## src/rtl/mbox_sbus_seq_pkg.sv

```systemverilog
// mbox_sbus_seq_pkg
//   Shared definitions for the MBOX SBUS cycle sequencer: FSM state type,
//   bank-select bit index, timeout counter width, and quadword mask helpers.
package mbox_sbus_seq_pkg;

  typedef enum logic [1:0] {
    ST_IDLE  = 2'd0,
    ST_START = 2'd1,
    ST_XFER  = 2'd2,
    ST_FIN   = 2'd3
  } state_e;

  // PMA bit that selects memory bank B (1) or bank A (0)
  localparam int unsigned BANK_BIT = 21;

  // Width of the optional no-progress counter
  localparam int unsigned TO_W = 6;

  // Number of words selected in a quadword mask
  function automatic logic [2:0] popcount4(input logic [3:0] m);
    logic [2:0] c;
    c = '0;
    for (int unsigned k = 0; k < 4; k++) c = c + {2'b00, m[k]};
    return c;
  endfunction

  // Index of the lowest set bit (next word to transfer); 0 for an empty mask
  function automatic logic [1:0] first_set(input logic [3:0] m);
    logic [1:0] idx;
    logic       found;
    idx   = '0;
    found = 1'b0;
    for (int unsigned k = 0; k < 4; k++) begin
      if (m[k] && !found) begin
        idx   = k[1:0];
        found = 1'b1;
      end
    end
    return idx;
  endfunction

endpackage

```

## src/rtl/mbox_sbus_rr_arb.sv

```systemverilog
// mbox_sbus_rr_arb
//   Two-input round-robin arbiter. The last-granted requester loses a tie;
//   after reset requester 0 has priority.
//   i_clk, i_rst_n : clock, asynchronous active-low reset
//   i_req[1:0]     : request levels
//   i_take         : grant is being consumed this cycle (updates pointer)
//   o_gnt[1:0]     : combinational one-hot grant (zero when no request)
module mbox_sbus_rr_arb (
  input  logic       i_clk,
  input  logic       i_rst_n,
  input  logic [1:0] i_req,
  input  logic       i_take,
  output logic [1:0] o_gnt
);

  // 1: requester 1 wins a tie (requester 0 was granted last)
  logic r_pri_r1;

  always_comb begin
    o_gnt = i_req;
    if (i_req == 2'b11) o_gnt = r_pri_r1 ? 2'b10 : 2'b01;
  end

  always_ff @(posedge i_clk or negedge i_rst_n) begin
    if (!i_rst_n)                 r_pri_r1 <= 1'b0;
    else if (i_take && |o_gnt)    r_pri_r1 <= o_gnt[0];
  end

endmodule

```

## src/rtl/mbox_sbus_seq.sv

```systemverilog
// mbox_sbus_seq
//   Sequences SBUS memory cycles for two MBOX requesters (R0 cache, R1 chan).
//   Arbitrates round-robin, captures address/mask/direction, drives the bank
//   start / request / address-hold controls, tracks ACKN and data-valid, and
//   reports word strobes, completion and error to the winning requester.
//   Optional: define MBOX_SBUS_TIMEOUT_EN for a 6-bit no-progress timeout.
// Ports
//   CLK, CROBAR_N         : clock, asynchronous active-low reset
//   REQ/WR[1:0]           : per-requester request level and write flag
//   RQ_MASK[7:0]          : R1 mask in [7:4], R0 mask in [3:0]
//   ADR[43:0]             : R1 address in [43:22], R0 address in [21:0]
//   GNT, BUSY, WORD_STB, WORD_IDX, DONE, ERR : requester-side status
//   MEM_* / SBUS_ADR_HOLD / PMA / DATA_VALID_*_OUT : translator-side controls
//   MEM_ACKN_*, MEM_DATA_VALID_*, MEM_ERROR, MEM_ADR_PAR_ERR : memory responses
module mbox_sbus_seq
  import mbox_sbus_seq_pkg::*;
(
  input  logic        CLK,
  input  logic        CROBAR_N,
  input  logic [1:0]  REQ,
  input  logic [1:0]  WR,
  input  logic [7:0]  RQ_MASK,
  input  logic [43:0] ADR,
  output logic [1:0]  GNT,
  output logic        BUSY,
  output logic        WORD_STB,
  output logic [1:0]  WORD_IDX,
  output logic        DONE,
  output logic        ERR,
  output logic        MEM_START_A,
  output logic        MEM_START_B,
  output logic [3:0]  MEM_RQ,
  output logic        MEM_RD_RQ,
  output logic        MEM_WR_RQ,
  output logic        SBUS_ADR_HOLD,
  output logic [21:0] PMA,
  output logic        MEM_ADR_PAR,
  output logic        MEM_DATA_TO_MEM,
  output logic        DATA_VALID_A_OUT,
  output logic        DATA_VALID_B_OUT,
  input  logic        MEM_ACKN_A,
  input  logic        MEM_ACKN_B,
  input  logic        MEM_DATA_VALID_A,
  input  logic        MEM_DATA_VALID_B,
  input  logic        MEM_ERROR,
  input  logic        MEM_ADR_PAR_ERR
);

  state_e      r_state, w_state_nxt;
  logic [1:0]  r_gnt;
  logic [21:0] r_pma;
  logic        r_par;
  logic [3:0]  r_mask;
  logic [3:0]  r_rem;
  logic [2:0]  r_cnt;
  logic        r_wr;
  logic        r_err;

  logic [1:0]  w_gnt;
  logic        w_take;
  logic [3:0]  w_mask_in;
  logic [21:0] w_adr_in;
  logic        w_wr_in;
  logic        w_bank_b;
  logic        w_ack;
  logic        w_dv;
  logic        w_fault;
  logic        w_start_act;
  logic        w_word;
  logic [1:0]  w_idx;
  logic        w_err_set;
  logic        w_to_hit;

  mbox_sbus_rr_arb u_arb (
    .i_clk   (CLK),
    .i_rst_n (CROBAR_N),
    .i_req   (REQ),
    .i_take  (w_take),
    .o_gnt   (w_gnt)
  );

  always_comb begin
    w_take    = (r_state == ST_IDLE) && (REQ != 2'b00);
    w_mask_in = w_gnt[1] ? RQ_MASK[7:4] : RQ_MASK[3:0];
    w_adr_in  = w_gnt[1] ? ADR[43:22]   : ADR[21:0];
    w_wr_in   = w_gnt[1] ? WR[1]        : WR[0];
    w_bank_b  = r_pma[BANK_BIT];
    w_ack     = w_bank_b ? MEM_ACKN_B       : MEM_ACKN_A;
    w_dv      = w_bank_b ? MEM_DATA_VALID_B : MEM_DATA_VALID_A;
    w_fault   = MEM_ERROR || MEM_ADR_PAR_ERR;
    // START and FIN are entered together with the GNT pulse; their SBUS and
    // completion activity begins the cycle after GNT.
    w_start_act = (r_state == ST_START) && (r_gnt == 2'b00);
    w_word      = (r_state == ST_XFER) && (r_wr || w_dv);
    w_idx       = first_set(r_rem);
  end

`ifdef MBOX_SBUS_TIMEOUT_EN
  localparam logic [TO_W-1:0] TO_LAST = {{(TO_W-1){1'b1}}, 1'b0};
  logic [TO_W-1:0] r_to;
  logic            w_watch;
  logic            w_progress;

  always_comb begin
    w_watch    = w_start_act || (r_state == ST_XFER);
    w_progress = (w_start_act && w_ack) || w_word;
    // Reaching the terminal count in this cycle ends the bus cycle
    w_to_hit   = w_watch && !w_progress && (r_to == TO_LAST);
  end

  always_ff @(posedge CLK or negedge CROBAR_N) begin
    if (!CROBAR_N)                    r_to <= '0;
    else if (!w_watch || w_progress)  r_to <= '0;
    else                              r_to <= r_to + 1'b1;
  end
`else
  always_comb w_to_hit = 1'b0;
`endif

  always_comb begin
    w_state_nxt = r_state;
    w_err_set   = 1'b0;
    case (r_state)
      ST_IDLE:  if (w_take) w_state_nxt = (w_mask_in == 4'b0000) ? ST_FIN : ST_START;
      ST_START: begin
        if (w_start_act) begin
          if (w_fault || w_to_hit) begin
            w_state_nxt = ST_FIN;
            w_err_set   = 1'b1;
          end else if (w_ack) begin
            w_state_nxt = ST_XFER;
          end
        end
      end
      ST_XFER: begin
        if (w_fault || w_to_hit) begin
          w_state_nxt = ST_FIN;
          w_err_set   = 1'b1;
        end else if (w_word && (r_cnt == 3'd1)) begin
          w_state_nxt = ST_FIN;
        end
      end
      ST_FIN:   if (r_gnt == 2'b00) w_state_nxt = ST_IDLE;
      default:  w_state_nxt = ST_IDLE;
    endcase
  end

  always_ff @(posedge CLK or negedge CROBAR_N) begin
    if (!CROBAR_N) begin
      r_state <= ST_IDLE;
      r_gnt   <= '0;
      r_pma   <= '0;
      r_par   <= 1'b0;
      r_mask  <= '0;
      r_rem   <= '0;
      r_cnt   <= '0;
      r_wr    <= 1'b0;
      r_err   <= 1'b0;
    end else begin
      r_state <= w_state_nxt;
      r_gnt   <= w_take ? w_gnt : 2'b00;
      if (w_take) begin
        r_pma  <= w_adr_in;
        r_par  <= ~^w_adr_in;
        r_mask <= w_mask_in;
        r_rem  <= w_mask_in;
        r_cnt  <= popcount4(w_mask_in);
        r_wr   <= w_wr_in;
        r_err  <= 1'b0;
      end else begin
        if (w_word) begin
          r_cnt <= r_cnt - 3'd1;
          r_rem <= r_rem & ~(4'b0001 << w_idx);
        end
        if (w_err_set) r_err <= 1'b1;
      end
    end
  end

  always_comb begin
    GNT              = r_gnt;
    BUSY             = (r_state != ST_IDLE);
    WORD_STB         = w_word;
    WORD_IDX         = w_word ? w_idx : 2'b00;
    DONE             = (r_state == ST_FIN) && (r_gnt == 2'b00);
    ERR              = DONE && r_err;
    MEM_START_A      = w_start_act && !w_bank_b;
    MEM_START_B      = w_start_act && w_bank_b;
    MEM_RQ           = w_start_act ? r_mask : 4'b0000;
    MEM_RD_RQ        = w_start_act && !r_wr;
    MEM_WR_RQ        = w_start_act && r_wr;
    SBUS_ADR_HOLD    = w_start_act;
    PMA              = r_pma;
    MEM_ADR_PAR      = r_par;
    MEM_DATA_TO_MEM  = (r_state == ST_XFER) && r_wr;
    DATA_VALID_A_OUT = (r_state == ST_XFER) && r_wr && !w_bank_b;
    DATA_VALID_B_OUT = (r_state == ST_XFER) && r_wr && w_bank_b;
  end

endmodule

```

## config.mk

```make
export PLATFORM = sky130hd
export DESIGN_NAME = mbox_sbus_seq
export DESIGN_NICKNAME = d
export VERILOG_FILES = /design/src/rtl/mbox_sbus_seq_pkg.sv /design/src/rtl/mbox_sbus_rr_arb.sv /design/src/rtl/mbox_sbus_seq.sv
export SDC_FILE = /design/constraint.sdc
export NUM_CORES = 1
export LEC_CHECK = 0
export ABC_AREA = 1
export CELL_PAD_IN_SITES_DETAIL_PLACEMENT = 0
export CELL_PAD_IN_SITES_GLOBAL_PLACEMENT = 1
export CORE_ASPECT_RATIO = 0.7
export CORE_MARGIN = 2
export CORE_UTILIZATION = 30
export CTS_CLUSTER_DIAMETER = 30
export DETAILED_ROUTE_END_ITERATION = 6
export GPL_TIMING_DRIVEN = 0
export PLACE_DENSITY = 0.91
export SETUP_SLACK_MARGIN = 0.02
export SYNTH_ARGS = -nofsm -noshare
export SYNTH_HDL_FRONTEND = slang
export SYNTH_HIERARCHICAL = 1
export SYNTH_SLANG_ARGS = --single-unit
```

## constraint.sdc

```tcl
create_clock -name CLK -period 2.52 [get_ports CLK]
set_input_delay 0.504 -clock CLK [delete_from_list [all_inputs] [get_ports CLK]]
set_output_delay 0.504 -clock CLK [all_outputs]
set_load 0.005 [all_outputs]
```

==> metrics.txt <==
Die Width=122 um; Reg2Reg Capture Point=r_cnt[1]; Clock Latency Late Sink=0.28 ns; Cell Area, Synth=2910 um^2; Final Skew=0.00483 ns; critical path buffer and inverter count=2; worst slack, placed=-0.967 ns; initial antenna violation count=0; area delta synth->final=52.3%; Initial Util=30.4%; Routed WL=9.00 mm; FF+latch count, synth=41; PnR worst setup slack=0.110 ns; Final ANT Viol Nets=0; Final Hold Viols=0; Port Buffers=106; boundary pin count=107; syn nets=529; die footprint=10,500 um^2; Root Buffer=clkbuf_16; TritonCTS Buffers=5; minimum clock period=2.41 ns; Slew headroom=65.0%; Final Util=46.3%; Clock Sinks=41; critical path, cell by cell=inv_1, ha_1, nand2_4, a21oi_1, clkdlybuf4s50_1; first-pass GRT wire length=14.6 mm; area of the multi-input gates=1600 um^2; CTS tree=built; DR pass1 iterations=5; RePlAce Congestion=0.878; Yosys warning count=6; r2r startpoint=u_arb/r_pri_r1; CP Data Required Time=2.02 ns; HP Class=in -> async; hold_buf cts=0; critical path fanouts, max=9; Cells after Synth=455; All-Layer GR Usage=17.5%; commonest non-fill, non-tap cell in the layout=nand2_1; antenna cell count=0; post-detail-place hpwl=7.11 mm; Worst-Margin Slew=0.525 ns; total global routing overflow=0; Initial DRC Count=250; type of origin of the critical path=flop; layout cells sized above 1=8.17%; register area share after synthesis=35.2%; Crit Path Class=reg -> out; leakage=2.26 nW; Via density=4.53; Fmax=0.415 GHz; Vias=3,185; Die Span Y=86.4 um; Netlist cell types=31; Final Non-Filler Cells=703; Longest Clk Path Bufs=2; most frequent cells in the layout=nand2_1 (198), clkdlybuf4s50_1 (103), inv_1 (64); status=finished, final reports clean; FP Rows=30; max cap viols=0; final setup vio count=0; H-tree Lvls=2; Power Density=962 nW/um^2; Worst Setup End Kind=output pin; Nets=649; worst vdd ir=367 uV; crit share post-route=95.7%; crit path DAT=1.91 ns; Worst-path clk slew=0.06 ns; vias in the first global route=3,088; Max stage delay on crit path=0.52 ns; Max Slew Vio Count=0; core area=9570 um^2; CP delay by family, top=buffers and inverters; # placed instances=690; R2R depth=11; Routed WL per cell=12.8 um; Slowest cell on crit path=clkdlybuf4s50_1; RSZ-0062 raised after global routing=no; Avg Cell Area, Syn=6.40 um^2; r2r setup slk=0.13 ns; Crit. path cell count=5; largest net degree at the start of global routing=36; DRC=0; fillers=943; FF+latch area=1030 um^2
[per-stage QoR]
step	cell area, um^2	setup TNS, ns	power [mW]	hold slack [ns]
6_report	4430	0	4.26	0.0538
5_1_grt	4430	0	4.65	0.0575
4_1_cts	4390	0	4.23	0.0552
3_5_place_dp	4150	-3.50	3.44	0.357
3_3_place_gp	4130	-7.46	3.36	0.469
2_1_floorplan	2910	0	2.34	0.208
[area by class of cell]
cell class / instances / share of cell area [%]
inverters: 69 / 5.84
clock buffers: 5 / 2.82
multi-input cells: 331 / 36.2
well taps: 128 / 3.61
repair buffers: 113 / 25.1
plain buffers: 14 / 2.54
clock inverters: 2 / 0.790
flip-flops and latches: 41 / 23.1
[worst register-to-register path: cells and delay by family (launching register included)]
| family | cells | cell delay [ns] |
|---|---|---|
| AOI/OAI and AO/OA | 3 | 0.34 |
| buffers and inverters | 4 | 0.40 |
| adders and majority gates | 3 | 0.86 |
| muxes | 1 | 0.29 |
| DFF | 1 | 0.37 |
[worst max-delay path by stage]
| stage | startpoint | endpoint |
|---|---|---|
| 6_report | r_state[0] | WORD_IDX[0] |
| 5_1_grt | r_state[1] | MEM_RQ[3] |
| 4_1_cts | u_arb/r_pri_r1 | r_cnt[1] |
| 3_5_place_dp | REQ[1] | r_cnt[1] |
| 3_3_place_gp | REQ[1] | r_cnt[1] |
| 2_1_floorplan | REQ[1] | r_cnt[1] |
[power breakdown]
group / internal, mW / switching [mW]
clock: 0.460 / 0.254
sequential: 0.980 / 0.208
combinational: 1.14 / 1.22
total: 2.58 / 1.69
[what timing repair did]
action                     4_1_cts  5_1_grt
pin swaps                        1        2
gates cloned                     0        0
setup buffers                    2        4
setup endpoints to repair       15       14
resized for setup               20       12
hold endpoints to repair         0        0
[registers in the layout, summed over array words and instances, names as in the netlist]
name            flops
r_state             2
r_mask              4
r_wr                1
PMA                22
GNT                 2
u_arb/r_pri_r1      1
r_err               1
r_cnt               3
MEM_ADR_PAR         1
r_rem               4
[synth_stat cells, drive strengths merged]
library cell / number / share of area, %
clkbuf: 5 / 0.64
nand3: 17 / 2.9
o221ai: 1 / 0.30
mux2i: 4 / 1.4
nand2: 201 / 26
o21ai: 49 / 8.6
or2: 4 / 0.86
a31oi: 5 / 1.1
clkinv: 1 / 0.13
o22ai: 1 / 0.22
inv: 68 / 8.8
a21boi: 2 / 0.52
nor3: 2 / 0.34
xor2: 1 / 0.30
ha: 9 / 3.9
nor2: 25 / 3.3
xnor2: 1 / 0.30
buf: 9 / 2.8
fa: 1 / 0.69
a21oi: 5 / 0.86
a32oi: 2 / 0.60
nand3b: 1 / 0.26
dfrtp: 41 / 35
[per-layer routing]
| layer | share of wire (%) | track usage (%) | wire (um) |
|---|---|---|---|
| met5 | 0 | 0 | 0 |
| met4 | 1.1 | 3.87 | 99 |
| met3 | 7.5 | 3.29 | 678 |
| met2 | 44 | 28.9 | 3980 |
| met1 | 47 | 23.9 | 4250 |
[cell families after synthesis]
logic type,after synthesis,share of synthesized area (%)
adder cells (fa/ha/maj),10,4.56
XOR/XNOR,2,0.602
buffers and inverters,83,12.3
flip-flops,41,35.2
AO/OA/AOI/OAI,65,12.1
AND/OR/NAND/NOR,250,33.8
multiplexers,4,1.38
No activity file was read; power rests on OpenSTA's default activity.
